<file path="config.mk">
export PLATFORM = sky130hd
export DESIGN_NAME = point_bit_streamer
export DESIGN_NICKNAME = d
export VERILOG_FILES = /design/src/rtl/knn_pkg.sv /design/src/rtl/point_bit_streamer_plane_mux.sv /design/src/rtl/point_bit_streamer.sv
export SDC_FILE = /design/constraint.sdc
export NUM_CORES = 1
export LEC_CHECK = 0
export CAP_MARGIN = 0
export CELL_PAD_IN_SITES_DETAIL_PLACEMENT = 0
export CELL_PAD_IN_SITES_GLOBAL_PLACEMENT = 2
export CORE_UTILIZATION = 37
export DETAILED_ROUTE_END_ITERATION = 6
export HOLD_SLACK_MARGIN = 0.12
export PLACE_DENSITY_LB_ADDON = 0.1
export SLEW_MARGIN = 10
export SYNTH_ARGS = -nofsm -noshare
export SYNTH_HDL_FRONTEND = slang
export SYNTH_SLANG_ARGS = --single-unit
export TNS_END_PERCENT = 1
</file>
<file path="constraint.sdc">
create_clock -name clk -period 23.1 [get_ports clk]
set_clock_uncertainty 0.05 [all_clocks]
set_input_delay 4.62 -clock clk [delete_from_list [all_inputs] [get_ports clk]]
set_output_delay 4.62 -clock clk [all_outputs]
set_load 0.01 [all_outputs]
</file>
<file path="src/rtl/knn_pkg.sv">
// ---------------------------------------------------------------------------
// knn_pkg
// Shared types for the k-NN bit-serial datapath:
//   B_DEFAULT   default coordinate width
//   B_MAX       widest coordinate the point3_t container can hold
//   WB_W        width of the which_bit plane-shift output
//   dim_code_e  dimension code driven alongside each serial bit
//   state_e     point streamer FSM states
//   point3_t    3-D point; coordinates narrower than B_MAX sit in the LSBs
//   next_dim()  x -> y -> z -> x dimension rotation
// ---------------------------------------------------------------------------
package knn_pkg;

    localparam int B_DEFAULT = 32;
    localparam int B_MAX     = 64;
    localparam int WB_W      = 7;

    typedef enum logic [1:0] {
        DIM_NONE = 2'b00,
        DIM_X    = 2'b01,
        DIM_Y    = 2'b10,
        DIM_Z    = 2'b11
    } dim_code_e;

    typedef enum logic [1:0] {
        ST_IDLE   = 2'b00,
        ST_STREAM = 2'b01,
        ST_FIN    = 2'b10
    } state_e;

    typedef struct packed {
        logic [B_MAX-1:0] x;
        logic [B_MAX-1:0] y;
        logic [B_MAX-1:0] z;
    } point3_t;

    function automatic dim_code_e next_dim(input dim_code_e d);
        case (d)
            DIM_X:   return DIM_Y;
            DIM_Y:   return DIM_Z;
            default: return DIM_X;
        endcase
    endfunction

endpackage

</file>
<file path="src/rtl/point_bit_streamer_plane_mux.sv">
// ---------------------------------------------------------------------------
// plane_mux
// Combinational bit-plane selector: returns bit [B-1-p] of the coordinate
// picked by i_dim. DIM_NONE yields 0.
// Ports:
//   i_pt   in  point3_t   point holding the three coordinates
//   i_p    in  PW         plane index, 0 = MSB plane
//   i_dim  in  dim_code_e dimension to read
//   o_bit  out 1          selected bit
// ---------------------------------------------------------------------------
module plane_mux
    import knn_pkg::*;
#(
    parameter int B  = B_DEFAULT,
    parameter int PW = $clog2(B) + 1
) (
    input  point3_t         i_pt,
    input  logic [PW-1:0]   i_p,
    input  dim_code_e       i_dim,
    output logic            o_bit
);

    // Plane 0 is the MSB, so the physical bit index counts down from B-1.
    logic [5:0] w_idx;
    assign w_idx = 6'(B - 1) - 6'(i_p);

    always_comb begin
        o_bit = 1'b0;
        case (i_dim)
            DIM_X:   o_bit = i_pt.x[w_idx];
            DIM_Y:   o_bit = i_pt.y[w_idx];
            DIM_Z:   o_bit = i_pt.z[w_idx];
            default: o_bit = 1'b0;
        endcase
    end

endmodule

</file>
<file path="src/rtl/point_bit_streamer.sv">
// ---------------------------------------------------------------------------
// point_bit_streamer
// Serializes one query/reference 3-D point pair into interleaved bit streams
// for the bit-serial distance unit: MSB plane first, x,y,z within a plane.
// Each beat carries the dimension code and the plane shift (2*p).
// Optional feature macro: EARLY_TERM_EN -- when defined, terminate from the
// distance unit ends the stream early and flags done_early; when undefined,
// terminate is unused and done_early is tied low.
// Ports:
//   clk, rst                 clock, synchronous active-high reset
//   in_valid / in_ready      pair handshake (ready only in IDLE)
//   q_x,q_y,q_z,r_x,r_y,r_z  query / reference coordinates, B bits each
//   in_tag                   opaque pair tag
//   q_bit, r_bit             current serial bits
//   code                     01=x 10=y 11=z 00=no bit
//   which_bit                2*plane index
//   terminate                early-termination request from the distance unit
//   done, done_early, done_tag  one-cycle completion pulse with status/tag
//   busy                     FSM not idle
// ---------------------------------------------------------------------------
module point_bit_streamer
    import knn_pkg::*;
#(
    parameter int B     = B_DEFAULT,
    parameter int TAG_W = 8
) (
    input  logic             clk,
    input  logic             rst,
    input  logic             in_valid,
    output logic             in_ready,
    input  logic [B-1:0]     q_x,
    input  logic [B-1:0]     q_y,
    input  logic [B-1:0]     q_z,
    input  logic [B-1:0]     r_x,
    input  logic [B-1:0]     r_y,
    input  logic [B-1:0]     r_z,
    input  logic [TAG_W-1:0] in_tag,
    output logic             q_bit,
    output logic             r_bit,
    output logic [1:0]       code,
    output logic [WB_W-1:0]  which_bit,
    input  logic             terminate,
    output logic             done,
    output logic             done_early,
    output logic [TAG_W-1:0] done_tag,
    output logic             busy
);

    localparam int            PW     = $clog2(B) + 1;
    localparam logic [PW-1:0] P_LAST = PW'(B - 1);

    state_e           r_state, w_state_nxt;
    logic [PW-1:0]    r_p, w_p_nxt;
    dim_code_e        r_dim, w_dim_nxt;
    logic             w_accept;
    point3_t          r_q, r_r, w_q_src, w_r_src;
    logic [TAG_W-1:0] r_tag;
    logic             w_q_bit, w_r_bit;

    logic             r_q_bit, r_r_bit, r_done;
    logic [1:0]       r_code;
    logic [WB_W-1:0]  r_which;
    logic [TAG_W-1:0] r_done_tag;

`ifdef EARLY_TERM_EN
    logic             w_early;
`endif

    // ---- next-state: r_p/r_dim always describe the beat shown this cycle ----
    always_comb begin
        w_state_nxt = r_state;
        w_p_nxt     = r_p;
        w_dim_nxt   = r_dim;
        w_accept    = 1'b0;
`ifdef EARLY_TERM_EN
        w_early     = 1'b0;
`endif
        case (r_state)
            ST_IDLE: begin
                if (in_valid) begin
                    w_accept    = 1'b1;
                    w_state_nxt = ST_STREAM;
                    w_p_nxt     = '0;
                    w_dim_nxt   = DIM_X;
                end
            end
            ST_STREAM: begin
                // Final beat wins over terminate: that is a normal completion.
                if (r_p == P_LAST && r_dim == DIM_Z) begin
                    w_state_nxt = ST_FIN;
                end
`ifdef EARLY_TERM_EN
                else if (terminate) begin
                    w_state_nxt = ST_FIN;
                    w_early     = 1'b1;
                end
`endif
                else begin
                    w_dim_nxt = next_dim(r_dim);
                    if (r_dim == DIM_Z) begin
                        w_p_nxt = r_p + PW'(1);
                    end
                end
            end
            ST_FIN: begin
                w_state_nxt = ST_IDLE;
            end
            default: begin
                w_state_nxt = ST_IDLE;
            end
        endcase
    end

    // On the accept cycle the first beat must come straight from the inputs,
    // since the coordinate latches only load at that same edge.
    always_comb begin
        if (w_accept) begin
            w_q_src.x = B_MAX'(q_x);
            w_q_src.y = B_MAX'(q_y);
            w_q_src.z = B_MAX'(q_z);
            w_r_src.x = B_MAX'(r_x);
            w_r_src.y = B_MAX'(r_y);
            w_r_src.z = B_MAX'(r_z);
        end else begin
            w_q_src = r_q;
            w_r_src = r_r;
        end
    end

    plane_mux #(.B(B), .PW(PW)) u_q_mux (
        .i_pt  (w_q_src),
        .i_p   (w_p_nxt),
        .i_dim (w_dim_nxt),
        .o_bit (w_q_bit)
    );

    plane_mux #(.B(B), .PW(PW)) u_r_mux (
        .i_pt  (w_r_src),
        .i_p   (w_p_nxt),
        .i_dim (w_dim_nxt),
        .o_bit (w_r_bit)
    );

    // ---- control and registered outputs ----
    always_ff @(posedge clk) begin
        if (rst) begin
            r_state    <= ST_IDLE;
            r_p        <= '0;
            r_dim      <= DIM_NONE;
            r_code     <= DIM_NONE;
            r_q_bit    <= 1'b0;
            r_r_bit    <= 1'b0;
            r_which    <= '0;
            r_done     <= 1'b0;
            r_done_tag <= '0;
        end else begin
            r_state <= w_state_nxt;
            r_p     <= w_p_nxt;
            r_dim   <= w_dim_nxt;
            if (w_state_nxt == ST_STREAM) begin
                r_code  <= w_dim_nxt;
                r_q_bit <= w_q_bit;
                r_r_bit <= w_r_bit;
                r_which <= WB_W'(w_p_nxt) << 1;
            end else begin
                r_code  <= DIM_NONE;
                r_q_bit <= 1'b0;
                r_r_bit <= 1'b0;
                r_which <= '0;
            end
            r_done     <= (w_state_nxt == ST_FIN);
            r_done_tag <= (w_state_nxt == ST_FIN) ? r_tag : '0;
        end
    end

    // ---- pair latches (data only, no reset) ----
    always_ff @(posedge clk) begin
        if (w_accept) begin
            r_q   <= w_q_src;
            r_r   <= w_r_src;
            r_tag <= in_tag;
        end
    end

`ifdef EARLY_TERM_EN
    logic r_done_early;
    always_ff @(posedge clk) begin
        if (rst) begin
            r_done_early <= 1'b0;
        end else begin
            r_done_early <= w_early;
        end
    end
    assign done_early = r_done_early;
`else
    logic w_unused_term;
    assign w_unused_term = terminate;
    assign done_early    = 1'b0;
`endif

    assign in_ready  = (r_state == ST_IDLE);
    assign busy      = (r_state != ST_IDLE);
    assign code      = r_code;
    assign q_bit     = r_q_bit;
    assign r_bit     = r_r_bit;
    assign which_bit = r_which;
    assign done      = r_done;
    assign done_tag  = r_done_tag;

endmodule

</file>
-- Yosys cells after proc, flatten, opt, wreduce, memory -nomap -nowiden
Cells that the tools add are included.
W data, S select, Z words.
- bits in registers: 422
- bits of input ports: 204
- output and inout bits: 23
- logic and storage cells: 66
- $add $sub $neg: 2
- order comparisons: 1
- equality and inequality tests: 10
- mux-type cells: 29
- bitwise gates (word level): 2
- reductions and logical operators: 5
- operator list (cell ; count):
    $mux W192 ; 2
    $bmux W1 S6 ; 6
    $mux W6 ; 3
    $pmux W2 S2 ; 3
    $pmux W6 S2 ; 1
    $eq A2 B2 Y1 const B ; 5
    $eq A2 B1 Y1 const B ; 4
    $mux W1 ; 8
    $mux W2 ; 4
    $lt A6 B7 Y1 const B ; 1
    $add A6 B1 Y6 const B ; 1
    $eq A6 B5 Y1 const B ; 1
    $pmux W1 S3 ; 2
    $sub A5 B6 Y6 const A ; 1
    $reduce_or A2 Y1 ; 2
    $logic_not A2 Y1 ; 1
    $not A1 Y1 ; 2
    $reduce_bool A2 Y1 ; 1
    $logic_and A1 B1 Y1 ; 1

-- Longest topological paths before layout
- depth after elaboration: 8
- depth in mapped cells: 15
- gate-level depth less buffers: 10

-- By module
Synthesis repeated with hierarchy kept, for this count alone.
- cell total of the unflattened synthesis: 1687
- area total of the unflattened synthesis: 20328.2 um2
- by module, submodules not included (module ; times used ; cells an instance ; area each (um2) ; seq. area each (um2)):
    point_bit_streamer ; 1 ; 1343 ; 16627.2 ; 12351.8
    plane_mux ; 2 ; 172 ; 1850.5 ; 0.0

-- Worst setup path after synthesis
Ideal clock, no wire load.
- path type: input port to flip-flop
- start: input port in_valid
- end: register r_q[0] in the netlist's numbering (enable)
- setup time: 909 ps
- arrival time: 16606 ps
- required time: 22141 ps
- setup slack: 5535 ps
- cell stages on the path: 8
- buffers on the path: 6
- cell sequence: or3b_1 buf_4 inv_2 buf_4 buf_2 buf_2 buf_2 buf_1
- cells in the longest elaborated chain, start to end: 2
- ends and longest elaborated chain (item ; RTL line ; RTL):
    start, declared ; point_bit_streamer.sv:29 ; input logic in_valid,
    $mux W1 ; point_bit_streamer.sv:80 ; if (in_valid) begin
    $mux W1 ; point_bit_streamer.sv:78 ; case (r_state)
    via w_accept ; point_bit_streamer.sv:55 ; logic w_accept;
    end signal, assigned ; point_bit_streamer.sv:179 ; r_q <= w_q_src;
    end, declared ; point_bit_streamer.sv:56 ; point3_t r_q, r_r, w_q_src, w_r_src;
The timed path passes the listed nets, and every way through them passes these cells.
A chain may end at the register's enable or synchronous reset.

==> impl_metrics.csv <==
group,metric,value,unit
floorplanning,dieArea,0.0564,mm2
yosys,ys_types,85,
place,gp_congestion,0.753,
power_and_ir_drop,switching_share,23.5,%
global_route,track_usage,20.7,%
power_and_ir_drop,p_per_area,77.4,mW/mm2
clocking,root_buffer,"clkbuf_16",
critical_path,crit_family,"buffers and inverters",
yosys,yosysMostFrequentCell,"nand2_1",
global_route,grt_max_degree,170,
hold_path,hp-class,"reg2reg",
clocking,cts_tree,"done",
hold_path,hold-path-endpoint,"done_tag[4]$_SDFF_PP0_",
power_and_ir_drop,p_seq_share,48.5,%
hold_path,min-delay-start,"r_tag[4]$_DFFE_PP_",
floorplanning,initial_core_util,37.8,%
yosys,yosys-top-cells-count,"596 x nand2_1, 392 x edfxtp_1, 200 x and2_1, 106 x mux2i_1, 63 x nor2_1",
yosys,synthFlopType,"edfxtp_1",
timing,max_clock_freq,104,MHz
floorplanning,dieWidth,238,um
power_and_ir_drop,p_int,0.00148,W
critical_path,reg2reg_depth,12,
power_and_ir_drop,p_leak,9.52,nW
clocking,cts_buffer_depth,3,
power_and_ir_drop,p_clk_share,41.1,%
timing,rsz0062_at_grt,"no",
global_route,grt_pass1_vias,14500,
detailed_routing,ant_nets,0,
global_route,gr-total-overflow,0,
timing,period_minus_slack,9600,ps
yosys,synth_area_per_cell,10.9,um2
floorplanning,coreArea,0.0543,mm2
yosys,synth_area,0.0205,mm2
yosys,synth_async_sr_flop_share,0,%
clocking,path_clk_slew,60,ps
yosys,yosysSeqAreaShare,60.2,%
global_route,antenna_found_initial,3,
timing,worst_slew_pin_slew,1140,ps
layout,final_nets,2263,
critical_path,r2r-start,"r_state[1]$_SDFF_PP0_",
power_and_ir_drop,combPwrFrac,10.4,%
global_route,grt_pass1_wl,89500,um
clocking,cts_setup_buffers,0,
layout,fillers,5089,
yosys,ys_seq_elements,421,
yosys,synth_edf_count,392,
run,cap_violations,0,
detailed_routing,drc,0,
clocking,cts.htree.levels,2,
critical_path,critical_path_arrival,10060,ps
critical_path,critPathSlowestCell,"buf_4",
floorplanning,row_count,85,
place,hpwl,36100,um
place,dpl_cell_area,0.0233,mm2
critical_path,cp_max_fo,139,
detailed_routing,drtIter0Drc,1125,
clocking,cts_buffers,48,
power_and_ir_drop,ir_drop,0.0570,mV
critical_path,slowest_delay,760,ps
power_and_ir_drop,net-switching-power,0.000453,W
yosys,yosysTopAreaCell,"edfxtp_1",
detailed_routing,wirelength,58300,um
timing,final_hold_viol_count,0,
layout,area_growth,21.4,%
critical_path,required,23560,ps
yosys,synth_top_area_share,57.3,%
critical_path,path_cells,"clkdlybuf4s50_1, or3b_4, inv_8, buf_4, buf_4, nand2_1, nand2_1, nor3_1, a2111oi_0, nor4_1, a211oi_1, o21ai_1, nand4_1",
critical_path,r2r-end,"r_bit$_SDFF_PP0_",
timing,slew_viol_final,0,
timing,finalSetupViolCount,0,
critical_path,crit_buf_inv,4,
floorplanning,io_pins,227,
place,io_buffers,223,
timing,tns,0,ps
detailed_routing,drt-pass1-iter-count,5,
yosys,yosys_warnings,0,
critical_path,r2r_slack,17650,ps
hold_path,whs_path_depth,1,
timing,finalCritPeriodShare,41.6,%
layout,fin_area,0.0249,mm2
timing,slew-limit-headroom,23.4,%
timing,fin_hold_ws,384,ps
detailed_routing,vias,14600,
clocking,clkLatencyLatePin,580,ps
floorplanning,die_h,238,um
detailed_routing,avgRoutedWirePerCell,20.6,um
detailed_routing,vias_per_cell,5.14,
clocking,cts_hold_buf,0,
layout,drive_gt1_share,6.87,%
critical_path,cp-end-kind,"flip-flop",
run_status,run_status,"completed",
critical_path,start_kind,"input port",
clocking,cts_resized,0,
yosys,netlist_instances,1882,
critical_path,criticalPathCategory,"in2reg",
clocking,cts.sinks,421,
yosys,yosys-top-cells-area,"edfxtp_1 57%, nand2_1 11%, and2_1 6.1%, mux2i_1 5.2%, dfxtp_1 2.8%",
cell usage in the layout (no fill, tap or decap), types with 4 or more instances in the layout:
master / n
a211o_1: 13
a211oi_1: 18
a21boi_0: 6
a21oi_1: 29
a311oi_1: 7
a31oi_1: 7
and2_1: 200
and3_1: 18
buf_4: 25
bufinv_16: 6
clkbuf_1: 10
clkbuf_16: 49
clkbuf_8: 6
clkdlybuf4s50_1: 223
clkinv_1: 5
clkinv_2: 9
dfxtp_1: 29
edfxtp_1: 392
inv_1: 9
mux2_2: 13
mux2i_1: 106
nand2_1: 596
nand3_1: 8
nand4_1: 5
nor2_1: 63
nor3_1: 20
nor4_1: 9
o2111ai_1: 7
o211a_1: 4
o211ai_1: 16
o21ai_0: 22
o221ai_1: 7
o22ai_1: 45
o311ai_0: 4
o31ai_1: 5
o32a_1: 4
or3_1: 8
cells by family after synthesis:
family                   after synthesis  synth area share, %
multiplexers                         125                 6.34
AND/OR/NAND/NOR                      955                 21.2
adder cells (fa/ha/maj)                3                0.183
buffers and inverters                136                 3.37
flip-flops                           421                 60.2
AO/OA/AOI/OAI                        241                 8.70
other                                  1               0.0183
routing by layer:
layer / GRT usage (%) / wire, um / up-vias
met5: 0 / 13 / -
met4: 6.51 / 1420 / 2
met3: 3.98 / 3570 / 81
met2: 32.2 / 26400 / 385
met1: 29.1 / 26900 / 7070
li1: - / - / 7030
state kept, by name, indices dropped and copies added, names as in the netlist:
| signal | flops |
|---|---|
| q_bit | 1 |
| r_state | 2 |
| r_tag | 8 |
| done_tag | 8 |
| r_q | 192 |
| r_r | 192 |
| r_bit | 1 |
| which_bit | 6 |
| done | 1 |
| r_dim | 2 |
| code | 2 |
| r_p | 6 |
power groups by stage:
stage	combinational, W	clock, W	sequential (W)
detailed placement	0.000201	0	0.000951
global placement	0.000198	0	0.000949
global route	0.000223	0.000842	0.000943
CTS	0.000203	0.000815	0.000936
floorplan	0.000125	0	0.000966
finish	0.000200	0.000793	0.000936
worst max-delay path by stage:
stage | end | slack (ps) | cells past startpoint | start
CTS | r_bit$_SDFF_PP0_ | 13470 | 13 | in_valid
global route | r_bit$_SDFF_PP0_ | 13110 | 13 | in_valid
detailed placement | r_bit$_SDFF_PP0_ | 12840 | 13 | in_valid
finish | r_bit$_SDFF_PP0_ | 13500 | 13 | in_valid
floorplan | r_q[0]$_DFFE_PP_ | 5540 | 8 | in_valid
global placement | r_bit$_SDFF_PP0_ | 12910 | 13 | in_valid
per-stage QoR:
| step | cells | util (%) | power (W) | setup slack [ps] |
|---|---|---|---|---|
| floorplan | 1883 | - | 0.00109 | 5540 |
| CTS | 2834 | 45.8 | 0.00195 | 13470 |
| detailed placement | 2745 | 42.9 | 0.00115 | 12840 |
| finish | 2835 | 45.8 | 0.00193 | 13500 |
| global route | 2834 | 45.8 | 0.00201 | 13110 |
| global placement | 2745 | 42.9 | 0.00115 | 12910 |
cell type report:
type                            count  area (um2)  share of cell area, %
Antenna cell                        1        2.50                 0.0100
Inverter                           10        45.0                  0.181
Tap cell                          739         925                   3.71
Clock inverter                     24         278                   1.11
Timing Repair Buffer              249        2440                   9.79
Multi-Input combinational cell   1326        7530                   30.2
Sequential cell                   421       12400                   49.6
Clock buffer                       65        1350                   5.40
Power figures use the tool's default switching activity.
